### config.mk
export PLATFORM = sky130hd
export DESIGN_NAME = mmio_timer_port
export DESIGN_NICKNAME = d
export VERILOG_FILES = /design/src/rtl/mmio_timer_pkg.sv /design/src/rtl/io_byte_fifo.sv /design/src/rtl/mmio_timer_port.sv
export SDC_FILE = /design/constraint.sdc
export NUM_CORES = 1
export LEC_CHECK = 0
export BUFFER_PORTS_ARGS = -buffer_cell sky130_fd_sc_hd__buf_2
export CORE_ASPECT_RATIO = 1.25
export CORE_MARGIN = 3
export CORE_UTILIZATION = 58
export DETAILED_ROUTE_END_ITERATION = 8
export GPL_TIMING_DRIVEN = 1
export MAX_ROUTING_LAYER = met4
export PLACE_DENSITY = 0.83
export SETUP_SLACK_MARGIN = 0.2
export SYNTH_ARGS = -nofsm -noshare
export SYNTH_HDL_FRONTEND = slang
export SYNTH_SLANG_ARGS = --single-unit
### constraint.sdc
create_clock -name clk -period 5.7 [get_ports clk]
set_clock_uncertainty 0.15 [all_clocks]
set_input_delay 0 -clock clk [delete_from_list [all_inputs] [get_ports clk]]
set_output_delay 0 -clock clk [all_outputs]
set_load 0.01 [all_outputs]
### src/rtl/mmio_timer_pkg.sv
`default_nettype none
// +----------------------------------------------------------------------------+
// | mmio_timer_pkg                                                             |
// | Register offsets and bit positions for the MMIO timer / TX-FIFO port.      |
// | Revision: 1.0                                                              |
// +----------------------------------------------------------------------------+
package mmio_timer_pkg;

  localparam logic [4:0] OFF_CTRL   = 5'h00;
  localparam logic [4:0] OFF_LOAD   = 5'h04;
  localparam logic [4:0] OFF_COUNT  = 5'h08;
  localparam logic [4:0] OFF_STATUS = 5'h0C;
  localparam logic [4:0] OFF_TXDATA = 5'h10;

  localparam int CTRL_EN     = 0;
  localparam int CTRL_AUTO   = 1;
  localparam int CTRL_IRQ_EN = 2;

  localparam int STAT_EXPIRED = 0;
  localparam int STAT_FULL    = 1;
  localparam int STAT_EMPTY   = 2;
  localparam int STAT_TXOVF   = 3;
  localparam int STAT_CNT_LSB = 4;

endpackage
`default_nettype wire

### src/rtl/io_byte_fifo.sv
`default_nettype none
// +----------------------------------------------------------------------------+
// | io_byte_fifo                                                               |
// | Byte FIFO with first-word-fall-through head; push accepted when full only  |
// | if a pop happens in the same cycle.                                        |
// | Revision: 1.0                                                              |
// +----------------------------------------------------------------------------+
module io_byte_fifo #(
  parameter int DEPTH = 4
) (
  input  logic                     clk,
  input  logic                     reset,
  input  logic                     push,
  input  logic [7:0]               push_data,
  input  logic                     pop,
  output logic [7:0]               head,
  output logic                     valid,
  output logic                     full,
  output logic                     empty,
  output logic [$clog2(DEPTH):0]   count
);

  localparam int AW = $clog2(DEPTH);

  logic [7:0]    mem_q [DEPTH];
  logic [AW-1:0] wr_ptr_q;
  logic [AW-1:0] rd_ptr_q;
  logic [AW:0]   count_q;
  logic          do_pop;
  logic          do_push;

  assign empty   = (count_q == '0);
  assign full    = (count_q == (AW+1)'(DEPTH));
  assign do_pop  = pop && !empty;
  assign do_push = push && (!full || do_pop);

  assign head  = mem_q[rd_ptr_q];
  assign valid = !empty;
  assign count = count_q;

  // Storage holds no meaningful state while empty, so it is left unreset.
  always_ff @(posedge clk) begin
    if (do_push) begin
      mem_q[wr_ptr_q] <= push_data;
    end
  end

  always_ff @(posedge clk) begin
    if (reset) begin
      wr_ptr_q <= '0;
      rd_ptr_q <= '0;
      count_q  <= '0;
    end else begin
      if (do_push) begin
        wr_ptr_q <= wr_ptr_q + AW'(1);
      end
      if (do_pop) begin
        rd_ptr_q <= rd_ptr_q + AW'(1);
      end
      count_q <= count_q + (AW+1)'(do_push) - (AW+1)'(do_pop);
    end
  end

endmodule
`default_nettype wire

### src/rtl/mmio_timer_port.sv
`default_nettype none
// +----------------------------------------------------------------------------+
// | mmio_timer_port                                                            |
// | 32-byte MMIO window: down-counter timer with sticky expiry / irq, and a    |
// | byte transmit FIFO drained over valid/ready.                               |
// | Revision: 1.0                                                              |
// +----------------------------------------------------------------------------+
module mmio_timer_port
  import mmio_timer_pkg::*;
#(
  parameter logic [31:0] BASE_ADDR  = 32'hFFFF_FF00,
  parameter int          FIFO_DEPTH = 4,
  parameter int          CNT_W      = 32
) (
  input  logic        clk,
  input  logic        reset,
  input  logic [31:0] addr,
  input  logic        wr,
  input  logic [31:0] wdata,
  output logic        hit,
  output logic [31:0] rdata,
  output logic        tx_valid,
  output logic [7:0]  tx_data,
  input  logic        tx_ready,
  output logic        irq
);

  localparam int CW = $clog2(FIFO_DEPTH) + 1;

  logic [2:0]       ctrl_q,    ctrl_d;
  logic [CNT_W-1:0] load_q,    load_d;
  logic [CNT_W-1:0] count_q,   count_d;
  logic             expired_q, expired_d;
  logic             txovf_q,   txovf_d;
  logic [31:0]      rdata_q,   rdata_d;

  logic          sel_ok;
  logic [4:0]    off;
  logic          wr_ctrl, wr_load, wr_status, wr_tx;
  logic          timer_expire;
  logic          fifo_pop;
  logic          fifo_full;
  logic          fifo_empty;
  logic [CW-1:0] fifo_count;
  logic          ovf_evt;
  logic [31:0]   status_word;

  assign hit    = (addr[31:5] == BASE_ADDR[31:5]);
  assign sel_ok = hit && (addr[1:0] == 2'b00);
  assign off    = addr[4:0];

  assign wr_ctrl   = wr && sel_ok && (off == OFF_CTRL);
  assign wr_load   = wr && sel_ok && (off == OFF_LOAD);
  assign wr_status = wr && sel_ok && (off == OFF_STATUS);
  assign wr_tx     = wr && sel_ok && (off == OFF_TXDATA);

  assign fifo_pop = tx_valid && tx_ready;
  assign ovf_evt  = wr_tx && fifo_full && !fifo_pop;

  io_byte_fifo #(
    .DEPTH (FIFO_DEPTH)
  ) u_tx_fifo (
    .clk       (clk),
    .reset     (reset),
    .push      (wr_tx),
    .push_data (wdata[7:0]),
    .pop       (fifo_pop),
    .head      (tx_data),
    .valid     (tx_valid),
    .full      (fifo_full),
    .empty     (fifo_empty),
    .count     (fifo_count)
  );

  // Expiry is the 1 -> 0 step of a running counter; COUNT==0 while enabled is idle.
  assign timer_expire = ctrl_q[CTRL_EN] && (count_q == CNT_W'(1));

  always_comb begin
    status_word                        = '0;
    status_word[STAT_EXPIRED]          = expired_q;
    status_word[STAT_FULL]             = fifo_full;
    status_word[STAT_EMPTY]            = fifo_empty;
    status_word[STAT_TXOVF]            = txovf_q;
    status_word[STAT_CNT_LSB +: CW]    = fifo_count;
  end

  always_comb begin
    rdata_d = '0;
    if (sel_ok) begin
      case (off)
        OFF_CTRL:   rdata_d = {29'b0, ctrl_q};
        OFF_LOAD:   rdata_d = 32'(load_q);
        OFF_COUNT:  rdata_d = 32'(count_q);
        OFF_STATUS: rdata_d = status_word;
        default:    rdata_d = '0;
      endcase
    end
  end

  always_comb begin
    ctrl_d    = ctrl_q;
    load_d    = load_q;
    count_d   = count_q;
    expired_d = expired_q;
    txovf_d   = txovf_q;

    if (ctrl_q[CTRL_EN] && (count_q != '0)) begin
      if (timer_expire) begin
        if (ctrl_q[CTRL_AUTO]) begin
          count_d = load_q;
        end else begin
          count_d         = '0;
          ctrl_d[CTRL_EN] = 1'b0;
        end
      end else begin
        count_d = count_q - CNT_W'(1);
      end
    end

    if (wr_ctrl) begin
      ctrl_d = wdata[2:0];
      if (wdata[CTRL_EN] && !ctrl_q[CTRL_EN] && (count_q == '0)) begin
        count_d = load_q;
      end
    end

    // Bus writes to LOAD override whatever the timer step computed.
    if (wr_load) begin
      load_d  = wdata[CNT_W-1:0];
      count_d = wdata[CNT_W-1:0];
    end

    // Sticky bits: a hardware set beats a W1C in the same cycle.
    if (wr_status && wdata[STAT_EXPIRED]) expired_d = 1'b0;
    if (timer_expire)                     expired_d = 1'b1;
    if (wr_status && wdata[STAT_TXOVF])   txovf_d   = 1'b0;
    if (ovf_evt)                          txovf_d   = 1'b1;
  end

  always_ff @(posedge clk) begin
    if (reset) begin
      ctrl_q    <= '0;
      load_q    <= '0;
      count_q   <= '0;
      expired_q <= 1'b0;
      txovf_q   <= 1'b0;
      rdata_q   <= '0;
    end else begin
      ctrl_q    <= ctrl_d;
      load_q    <= load_d;
      count_q   <= count_d;
      expired_q <= expired_d;
      txovf_q   <= txovf_d;
      rdata_q   <= rdata_d;
    end
  end

  assign rdata = rdata_q;
  assign irq   = expired_q && ctrl_q[CTRL_IRQ_EN];

endmodule
`default_nettype wire

==> summary.txt, run 1 <==
Placement
  • Worst slack at placement: 2270 ps
  • Hpwl dp: 12200 um
  • Port bufs: 110
  • RD Place Congestion: 0.956

Logic synthesis
  • Synthesized area per cell: 8.95 um2
  • Synth cell count leaders: dfxtp_1 (110), nand2_1 (91), nor2_1 (88), a21oi_1 (62), clkbuf_1 (42)
  • Synthesis Warnings: 0
  • Async SR Flop Fraction: 0%
  • Number of flops mapped to enable cells by yosys: 32
  • Post-synth cell types: 71
  • Sequential cell area fraction in the yosys report: 46.6%
  • Largest cells by area after synthesis: dfxtp_1 (32%), edfxtp_1 (14%), nand2_1 (5.0%)
  • Synth top area share: 32.5%
  • Synth Flop Type: dfxtp_1
  • Gate Count Post-Synth: 758
  • Area leader, netlist: dfxtp_1
  • Top-count cell post-synth: dfxtp_1
  • Syn_nets: 835
  • Synthesized flop and latch total: 142
  • Synth Cell Area: 6780 um2

Timing
  • Setup WS post-layout: 2160 ps
  • Setup violators final: 0
  • Slew headroom: 27.4%
  • Worst-margin pin slew: 1090 ps
  • Fmax: 283 MHz
  • Period utilisation layout: 62.0%
  • Final Hold Viols: 0
  • Max-slew violations: 0
  • Setup TNS: 0 ps
  • RSZ-0062 raised after global routing: no
  • Final Critical Period: 3540 ps

Route
  • Final ANT Viol Nets: 0
  • Vias per Instance: 6.43
  • Vias: 6605
  • Total wire length: 19500 um
  • Drt drc: 0
  • Routed length per instance: 19.0 um
  • DRT iter0 DRCs: 746
  • Initial DRT Pass Iterations: 6

Global routing
  • Grt ovf: 0
  • Largest net degree at the start of global routing: 80
  • Global-route wire length before repair: 30700 um
  • GR Util All Layers: 30.6%
  • Vias in the first global route: 6322
  • Initial antenna violation count: 0

Critical path
  • Crit. Startpoint: count_q[20]$_SDFF_PP0_
  • Crit path required time: 5890 ps
  • Worst flop-to-flop path endpoint: count_q[8]$_SDFF_PP0_
  • Critical Path Source Type: register
  • CP Max Fanout: 25
  • Worst path arrival time: 3720 ps
  • Type of the worst setup path: register to register
  • Crit path capture type: register
  • FF-to-FF Start: count_q[20]$_SDFF_PP0_
  • Register-to-register path setup slack: 2160 ps
  • Worst Reg-to-Reg Cells: 8

Floorplanning
  • # rows: 43
  • Die width: 103 um
  • Initial core utilization: 60.3%
  • Die Height: 127 um
  • Num ports: 111
  • Core area: 11200 um2
  • Die area: 13000 um2

Clock network
  • CTS Buf Count: 17
  • CTS tree: yes
  • Max H-tree Level: 4
  • Max clock buf depth: 2
  • Post-CTS setup repair buffer count: 0
  • Sink Count: 142
  • Reg clk slew, reported paths: 60 ps
  • Root Buffer: clkbuf_16
  • Clk Latency, worst-skew pair: 430 ps

Worst hold path
  • Min-delay src: addr[8]
  • Hold depth: 6
  • Hold/Removal Path Class: input port to register
  • Hold EP: ctrl_q[0]$_SDFFE_PP0P_

Run status
  • Outcome: complete, no violations

Power and ir drop
  • Power, Total: 2410 uW
  • Power Density: 290 nW/um2
  • Leak Pwr: 0.00314 uW
  • Peak VDD IR: 180 uV

Final layout
  • Area Growth Syn to Fin: 22.7%
  • N_diodes: 0
  • Layout cell share with drive strength beyond 1: 20.5%
  • Final core utilization: 74.0%
  • Fin nets: 957

Run
  • Maxcap violations: 0
==> what timing repair did <==
| item | CTS | global route |
|---|---|---|
| hold endpoints to repair | 111 | 0 |
| resized for setup | 0 | 0 |
| hold buffers | 41 | 0 |
==> power breakdown <==
part,switching [uW],internal (uW)
logic,112,133
registers,34.5,1050
clock network,471,613
==> flip-flops by register name, summed over array words and instances (netlist names), named ones only <==
register and cells:
load_q 32, count_q 32, u_tx_fifo.count 3, u_tx_fifo.rd_ptr_q 2, u_tx_fifo.wr_ptr_q 2, expired_q 1, rdata 32, u_tx_fifo.mem_q 32
txovf_q 1, ctrl_q 3
==> metal layers <==
layer	wire length (um)	global-route usage [%]	share of wire, %	vias up
li1	-	-	-	3017
met3	1750	7.15	9.0	72
met4	640	13.1	3.3	0
met2	9890	50.3	51	431
met5	0	-	0	-
met1	7220	35.3	37	3085
==> layout make-up <==
type / count / area, um2
Clock buffer: 17 / 425
Multi-Input combinational cell: 540 / 3320
Fill cell: 791 / 2920
Tap cell: 135 / 169
Clock inverter: 15 / 146
Inverter: 19 / 71.3
Sequential cell: 142 / 3160
Timing Repair Buffer: 160 / 1030
==> through the flow <==
step / std cells / hold WS [ps] / instance area, um2
floorplan: 758 / -51.1 / 6780
global placement: 955 / 100 / 7340
detailed placement: 955 / 114 / 7340
CTS: 1028 / 67.6 / 8320
global route: 1028 / 89.0 / 8320
finish: 1028 / 70.2 / 8320
==> worst max-delay path, stage by stage, from the launching register on <==
cell,delay (ps)
dfxtp_1,340
nor4_1,600
and3_1,280
and4_1,710
buf_4,400
nand2_1,130
o21ai_4,420
a21oi_1,170
a211oi_2,240
==> layout by cell type, fill, tap and decap left out, types with 18 or more instances in the layout <==
| cell | instances |
|---|---|
| a211oi_1 | 18 |
| a21oi_1 | 62 |
| a22oi_1 | 41 |
| buf_2 | 110 |
| dfxtp_1 | 110 |
| dlygate4sd3_1 | 41 |
| edfxtp_1 | 32 |
| inv_1 | 19 |
| nand2_1 | 91 |
| nor2_1 | 88 |
| nor3_1 | 30 |
| o21ai_0 | 33 |
==> cells by family (layout without fill, tap and decap cells) <==
logic type	after synthesis	in the layout	share of synthesized area (%)
flops	142	142	46.6
mux	19	19	4.37
buf+inv	76	211	4.63
simple gates	303	303	22.0
compound gates	202	202	19.7
xor+xnor	7	7	0.904
fa+ha+maj	9	9	1.77
==> how the worst max path moves through the flow <==
stage,to,cells past startpoint
2_1_floorplan,count_q[26]$_SDFF_PP0_,11
3_3_place_gp,count_q[26]$_SDFF_PP0_,8
3_5_place_dp,count_q[30]$_SDFF_PP0_,8
4_1_cts,count_q[8]$_SDFF_PP0_,8
5_1_grt,count_q[26]$_SDFF_PP0_,8
6_report,count_q[8]$_SDFF_PP0_,8
No activity file was read; power rests on OpenSTA's default activity.
==> run 2: changes to the inputs <==
--- a/config.mk
+++ b/config.mk
@@ -8,11 +8,11 @@
 export BUFFER_PORTS_ARGS = -buffer_cell sky130_fd_sc_hd__buf_2
 export CORE_ASPECT_RATIO = 1.25
 export CORE_MARGIN = 3
-export CORE_UTILIZATION = 58
+export CORE_UTILIZATION = 51
 export DETAILED_ROUTE_END_ITERATION = 8
 export GPL_TIMING_DRIVEN = 1
 export MAX_ROUTING_LAYER = met4
-export PLACE_DENSITY = 0.83
+export PLACE_DENSITY = 0.77
 export SETUP_SLACK_MARGIN = 0.2
 export SYNTH_ARGS = -nofsm -noshare
 export SYNTH_HDL_FRONTEND = slang
==> constraint.sdc (replaced) <==
create_clock -name clk -period 3 [get_ports clk]
set_clock_uncertainty 0.15 [all_clocks]
set_input_delay 0 -clock clk [delete_from_list [all_inputs] [get_ports clk]]
set_output_delay 0 -clock clk [all_outputs]
set_load 0.01 [all_outputs]
==> summary.txt, run 2 (synthesized netlist as in run 1, its figures left out) <==
Final layout
  • Area Growth Syn to Fin: 31.8%
  • Fin nets: 1002 (+4.7%)
  • Final core utilization: 69.7% (-4.3 points)
  • N_diodes: 0 (unchanged)
  • Final Cell Area: 8940 um2 (+7.4%)
  • Most common cell after layout, fill and taps aside: buf_2
  • Fin cells: 1106 (+7.6%)
  • Commonest cells after routing, fill and taps aside: buf_2 (110), dfxtp_1 (108), nand2_1 (91), nor2_1 (87), a21oi_1 (61)
  • Layout cell share with drive strength beyond 1: 25.8% (+5.3 points)

Placement
  • RD Place Congestion: 0.991 (+3.7%)
  • Port bufs: 110 (unchanged)
  • Worst slack at placement: 104 ps (-2170 ps)
  • Placed Area: 7630 um2 (+4.0%)
  • Hpwl dp: 13000 um (+6.5%)
  • Dpl cells: 1012 (+6.0%)

Critical path
  • Crit. Startpoint: count_q[1]$_SDFF_PP0_
  • Worst Reg-to-Reg Cells: 12 (+4)
  • Crit path capture type: register
  • Critical Path Sink: count_q[23]$_SDFF_PP0_
  • Worst path arrival time: 2980 ps (-740 ps)
  • CP Max Fanout: 6 (-76%)
  • Worst flop-to-flop path endpoint: count_q[23]$_SDFF_PP0_
  • Crit path required time: 3200 ps (-2690 ps)
  • Type of the worst setup path: register to register
  • Critical Path Source Type: register
  • FF-to-FF Start: count_q[1]$_SDFF_PP0_
  • Register-to-register path setup slack: 220 ps (-1940 ps)

Clock network
  • Clk Latency, worst-skew pair: 420 ps (about the same)
  • Max clock buf depth: 2 (unchanged)
  • Reg clk slew, reported paths: 60 ps (about the same)
  • CTS Buf Count: 17 (unchanged)
  • Root Buffer: clkbuf_16
  • Max H-tree Level: 4 (unchanged)
  • CTS tree: yes
  • Sink Count: 142 (unchanged)

Route
  • Vias: 6644 (+0.59%)
  • Total wire length: 19800 um (+1.6%)
  • Final ANT Viol Nets: 0 (unchanged)
  • Initial DRT Pass Iterations: 6 (unchanged)
  • Drt drc: 0 (unchanged)
  • Routed length per instance: 17.9 um (-5.6%)
  • DRT iter0 DRCs: 587 (-21%)
  • Vias per Instance: 6.01 (-6.5%)

Run status
  • Outcome: complete, no violations

Global routing
  • Largest net degree at the start of global routing: 66 (-18%)
  • Grt ovf: 0 (unchanged)
  • GR Util All Layers: 27.6% (-3.0 points)
  • Initial antenna violation count: 0 (unchanged)
  • Global-route wire length before repair: 31100 um (+1.5%)
  • Vias in the first global route: 6389 (+1.1%)

Timing
  • Final Hold Viols: 0 (unchanged)
  • Worst-margin pin slew: 895 ps (-192 ps)
  • Max-slew violations: 0 (unchanged)
  • Setup violators final: 0 (unchanged)
  • Setup TNS: 0 ps (unchanged)
  • Period utilisation layout: 92.6% (+31 points)
  • Final Critical Period: 2780 ps (-760 ps)
  • Slew headroom: 40.4% (+13 points)
  • RSZ-0062 raised after global routing: yes
  • Setup WS post-layout: 223 ps (-1940 ps)
  • Fmax: 360 MHz (+27%)

Power and ir drop
  • Leak Pwr: 0.00346 uW (+10%)
  • Peak VDD IR: 367 uV (+100%)
  • Power Density: 540 nW/um2 (+86%)

Floorplanning
  • Num ports: 111 (unchanged)
  • Core area: 12800 um2 (+14%)
  • Die width: 109 um (+6.3%)
  • Die area: 14700 um2 (+13%)
  • Die Height: 135 um (+6.3%)
  • # rows: 46 (+7.0%)
  • Initial core utilization: 52.8% (-7.5 points)

Run
  • Maxcap violations: 0 (unchanged)

Worst hold path
  • Hold/Removal Path Class: input port to register
run 2: changes by cell type in the layout (fill, tap and decap cells not counted), moves of 2 or more:
cell           change
inv_8              -2
clkbuf_8           +4
dfxtp_1            -2
dlygate4sd3_1      -3
inv_4              +2
clkbuf_1           +2
bufinv_16          +3
buf_6              +3
inv_1              -2
inv_6              -7
buf_4             +38
buf_12             +6
run 2: layer usage:
| layer | GRT usage, % | vias up | share of wire, % |
|---|---|---|---|
| li1 | - | 3105 | - |
| met1 | 31.2 | 3140 | 38 |
| met2 | 47.4 | 330 | 52 |
| met3 | 4.69 | 69 | 6.5 |
| met4 | 12.4 | 0 | 3.5 |
| met5 | - | - | 0 |
run 2: timing repair:
action | in CTS | in global routing
gates resized for setup | 9 | 14
hold endpoints to repair | 109 | 0
setup buffers | 9 | 13
setup endpoints to repair | 19 | 32
pin swaps | 4 | 8
cloned | 2 | 0
hold buffers | 38 | 0
run 2: how the worst min path moves through the flow:
stage / start / to / slack, ps / depth (start not counted)
final: addr[3] / rdata[4]$_SDFF_PP0_ / 10 / 4
after global routing: addr[3] / rdata[4]$_SDFF_PP0_ / 40 / 4
after CTS: addr[3] / rdata[3]$_SDFF_PP0_ / 7 / 4
after detailed placement: wdata[6] / u_tx_fifo.mem_q[0][6]$_DFFE_PP_ / 100 / 1
after global placement: wdata[6] / u_tx_fifo.mem_q[0][6]$_DFFE_PP_ / 90 / 1
after floorplan: wdata[0] / u_tx_fifo.mem_q[0][0]$_DFFE_PP_ / -50 / 0
run 2: worst max-delay path, stage by stage (launching register included):
cell     delay (ps)
dfxtp_2         350
inv_4            80
ha_4            130
nor4b_4         210
nand2_1         110
or4_4           440
buf_6           160
nor4_4          330
buf_4           190
buf_6           130
nand2_1          60
a31o_2          250
a21oi_2         120
run 2: final cells by class:
type                    count  area, um2
clock buffers              24        513
clock inverters             8        153
fillers                   936       3890
inverters                  19       76.3
multi-input cells         541       3380
flip-flops and latches    142       3170
well taps                 168        210
repair buffers            204       1440
run 2: power by group:
| group | switching [uW] | total (uW) | internal [uW] |
|---|---|---|---|
| clock | 790 | 2320 | 1530 |
| sequential | 63.2 | 2050 | 1990 |
| combinational | 208 | 455 | 246 |
run 2: through the flow:
stage               hold WS [ps]  power [uW]
floorplan                  -51.1        2350
CTS                         7.33        4850
global route                42.6        4970
finish                      14.5        4830
global placement            93.5        2490
detailed placement           105        2510
==> run 3: changes to the inputs <==
--- a/config.mk
+++ b/config.mk
@@ -5,10 +5,11 @@
 export SDC_FILE = /design/constraint.sdc
 export NUM_CORES = 1
 export LEC_CHECK = 0
+export ABC_AREA = 1
 export BUFFER_PORTS_ARGS = -buffer_cell sky130_fd_sc_hd__buf_2
 export CORE_ASPECT_RATIO = 1.25
 export CORE_MARGIN = 3
-export CORE_UTILIZATION = 51
+export CORE_UTILIZATION = 52
 export DETAILED_ROUTE_END_ITERATION = 8
 export GPL_TIMING_DRIVEN = 1
 export MAX_ROUTING_LAYER = met4
==> summary.txt, run 3 <==
Power and ir drop
  • Peak VDD IR: 520 uV (+42%)
  • Leak Pwr: 0.00396 uW (+14%)
  • Power Density: 496 nW/um2 (-8.2%)

Clock network
  • CTS tree: yes
  • Reg clk slew, reported paths: 60 ps (about the same)
  • Max H-tree Level: 4 (unchanged)
  • Max clock buf depth: 2 (unchanged)
  • Root Buffer: clkbuf_16
  • Sink Count: 142 (unchanged)
  • Clk Latency, worst-skew pair: 440 ps (+20 ps)
  • CTS Buf Count: 17 (unchanged)
  • Post-CTS setup repair buffer count: 0 (-9)

Critical path
  • Crit path required time: 3210 ps (about the same)
  • Worst path arrival time: 2600 ps (-380 ps)
  • Type of the worst setup path: register to register
  • Worst flop-to-flop path endpoint: count_q[16]$_SDFF_PP0_
  • CP Max Fanout: 25 (+19)
  • Crit path capture type: register
  • Register-to-register path setup slack: 610 ps (+380 ps)
  • Critical Path Source Type: register
  • Worst Reg-to-Reg Cells: 12 (unchanged)
  • FF-to-FF Start: count_q[1]$_SDFF_PP0_

Timing
  • Fmax: 418 MHz (+16%)
  • Final hold slack: 39.5 ps (+25.0 ps)
  • Final Critical Period: 2390 ps (-385 ps)
  • Max-slew violations: 0 (unchanged)
  • Worst-margin pin slew: 815 ps (-79.5 ps)
  • RSZ-0062 raised after global routing: no
  • Final Hold Viols: 0 (unchanged)
  • Setup TNS: 0 ps (unchanged)
  • Period utilisation layout: 79.7% (-13 points)
  • Slew headroom: 45.7% (+5.3 points)
  • Setup violators final: 0 (unchanged)

Route
  • Final ANT Viol Nets: 0 (unchanged)
  • DRT iter0 DRCs: 540 (-8.0%)
  • Vias: 7762 (+17%)
  • Initial DRT Pass Iterations: 5 (-1)
  • Drt drc: 0 (unchanged)
  • Total wire length: 21100 um (+6.6%)
  • Routed length per instance: 14.7 um (-18%)
  • Vias per Instance: 5.39 (-10%)

Floorplanning
  • # rows: 49 (+6.5%)
  • Die width: 115 um (+5.1%)
  • Die area: 16300 um2 (+11%)
  • Num ports: 111 (unchanged)
  • Core area: 14400 um2 (+12%)
  • Initial core utilization: 53.4% (+0.52 points)
  • Die Height: 142 um (+5.2%)

Worst hold path
  • Hold EP: expired_q$_SDFFE_PP0P_
  • Hold depth: 6 (+2)
  • Hold/Removal Path Class: input port to register
  • Min-delay src: addr[2]

Final layout
  • N_diodes: 0 (unchanged)
  • Commonest cells after routing, fill and taps aside: nand2_1 (369), dfxtp_1 (110), buf_2 (110), nor2_1 (109), inv_1 (95)
  • Most common cell after layout, fill and taps aside: nand2_1
  • Layout cell share with drive strength beyond 1: 16.7% (-9.1 points)
  • Area Growth Syn to Fin: 22.5%
  • Fin nets: 1326 (+32%)

Logic synthesis
  • Multiplexer share of the synthesized area: 0% (-4.4 points)
  • Number of flops mapped to enable cells by yosys: 32 (unchanged)
  • Post-synth cell types: 38 (-46%)
  • Async SR Flop Fraction: 0% (unchanged)
  • XOR/XNOR share of the synthesized area: 1.03% (+0.12 points)
  • Synth cell count leaders: nand2_1 (370), dfxtp_1 (110), nor2_1 (109), inv_1 (95), nand3_1 (87)
  • Area leader, netlist: dfxtp_1
  • Synth Area in Compound Gates: 12.1% (-7.6 points)
  • Gate Count Post-Synth: 1110 (+46%)
  • Post-synthesis adder-cell area fraction: 1.56% (-0.21 points)
  • Synth Cell Area: 7690 um2 (+13%)
  • Sequential cell area fraction in the yosys report: 41.1% (-5.5 points)
  • Largest family of logic cells by synthesized area: simple AND/OR/NAND/NOR gates
  • Largest cells by area after synthesis: dfxtp_1 (29%), nand2_1 (18%), edfxtp_1 (12%)
  • Synthesis Warnings: 0 (unchanged)
  • Synthesized area per cell: 6.93 um2 (-23%)
  • Synth top area share: 28.6% (-3.8 points)
  • Synth Flop Type: dfxtp_1
  • Simple-gate area share of the yosys netlist: 36.3% (+14 points)
  • Syn_nets: 1187 (+42%)
  • Top-count cell post-synth: nand2_1
  • Synthesized flop and latch total: 142 (unchanged)

Global routing
  • Initial antenna violation count: 0 (unchanged)
  • Vias in the first global route: 7234 (+13%)
  • Largest net degree at the start of global routing: 71 (+7.6%)
  • GR Util All Layers: 26.9% (-0.70 points)
  • Grt ovf: 0 (unchanged)
  • Global-route wire length before repair: 34400 um (+10%)

Run status
  • Outcome: complete, no violations

Placement
  • Port bufs: 110 (unchanged)
  • Hpwl dp: 14300 um (+9.7%)
  • RD Place Congestion: 0.981 (-1.0%)

Run
  • Maxcap violations: 0 (unchanged)
## run 3: changes by cell type after synthesis, sizes merged, moves of 8 or more
cell	previous run	this run
nor2	88	121
nor4	9	0
a22oi	41	0
nand2	92	374
a21oi	62	95
nand4	13	27
o22ai	2	11
o211ai	2	15
inv	19	96
a211oi	19	1
nand3	17	100
mux4	8	0
nor3	31	5
and2	10	0
## run 3: layout make-up
class | count | area [um2]
fill | 1258 | 4990
multi-input combinational | 818 | 3930
sequential | 142 | 3160
timing repair buffer | 174 | 1130
clock buffer | 19 | 464
inverter | 96 | 360
tap | 178 | 223
clock inverter | 13 | 150
## run 3: repair_timing
item | CTS | global route
resized for setup | 0 | 0
hold buffers | 41 | 0
endpoints found under the hold margin | 108 | 0
setup endpoints to repair | 0 | 0
## run 3: worst max path at each step
stage / to / cells past startpoint / startpoint
2_1_floorplan: count_q[27]$_SDFF_PP0_ / 12 / count_q[0]$_SDFF_PP0_
3_3_place_gp: count_q[16]$_SDFF_PP0_ / 12 / count_q[0]$_SDFF_PP0_
3_5_place_dp: count_q[16]$_SDFF_PP0_ / 12 / count_q[1]$_SDFF_PP0_
4_1_cts: count_q[16]$_SDFF_PP0_ / 12 / count_q[1]$_SDFF_PP0_
5_1_grt: count_q[25]$_SDFF_PP0_ / 12 / count_q[1]$_SDFF_PP0_
6_report: count_q[16]$_SDFF_PP0_ / 12 / count_q[1]$_SDFF_PP0_
## run 3: metal layers
metal / share of wire [%] / up-vias / routed length (um) / global-route usage [%]
met4: 3.0 / 0 / 642 / 11.7
li1: - / 3906 / - / -
met3: 5.8 / 54 / 1230 / 4.64
met2: 50 / 275 / 10500 / 45.0
met1: 41 / 3527 / 8720 / 31.7
met5: 0 / - / 0 / -
## run 3: worst max-delay path: stages (launching register included)
cell and delay [ps]:
dfxtp_1 310, inv_1 120, ha_1 240, nand2_2 130
nor2_8 190, nand2_2 120, nor2_4 140, nor2_2 60
inv_2 380, nand2_1 130, o211ai_1 120, nand2_1 80
a21oi_1 140
## run 3: cell families (layout without fill, tap and decap cells)
logic type,Yosys count,in the layout
AO/OA/AOI/OAI,163,163
XOR/XNOR,9,9
adder cells (fa/ha/maj),9,9
buffers and inverters,150,302
flip-flops,142,142
AND/OR/NAND/NOR,637,637
## run 3: through the flow
| stage | power, uW | area, um2 | cells | utilization [%] | setup WS (ps) |
|---|---|---|---|---|---|
| 2_1_floorplan | 2310 | 7690 | 1110 | - | 920 |
| 3_3_place_gp | 2480 | 8390 | 1367 | 58.3 | 709 |
| 3_5_place_dp | 2490 | 8390 | 1367 | 58.3 | 633 |
| 4_1_cts | 4690 | 9420 | 1440 | 65.4 | 608 |
| 5_1_grt | 4850 | 9420 | 1440 | 65.4 | 410 |
| 6_report | 4670 | 9420 | 1440 | 65.4 | 608 |
## run 3: power by group
part           switching, uW  internal (uW)  total, uW
logic                    292            193        484
clock network            869           1310       2180
registers               23.1           1990       2010
total                   1180           3490       4670
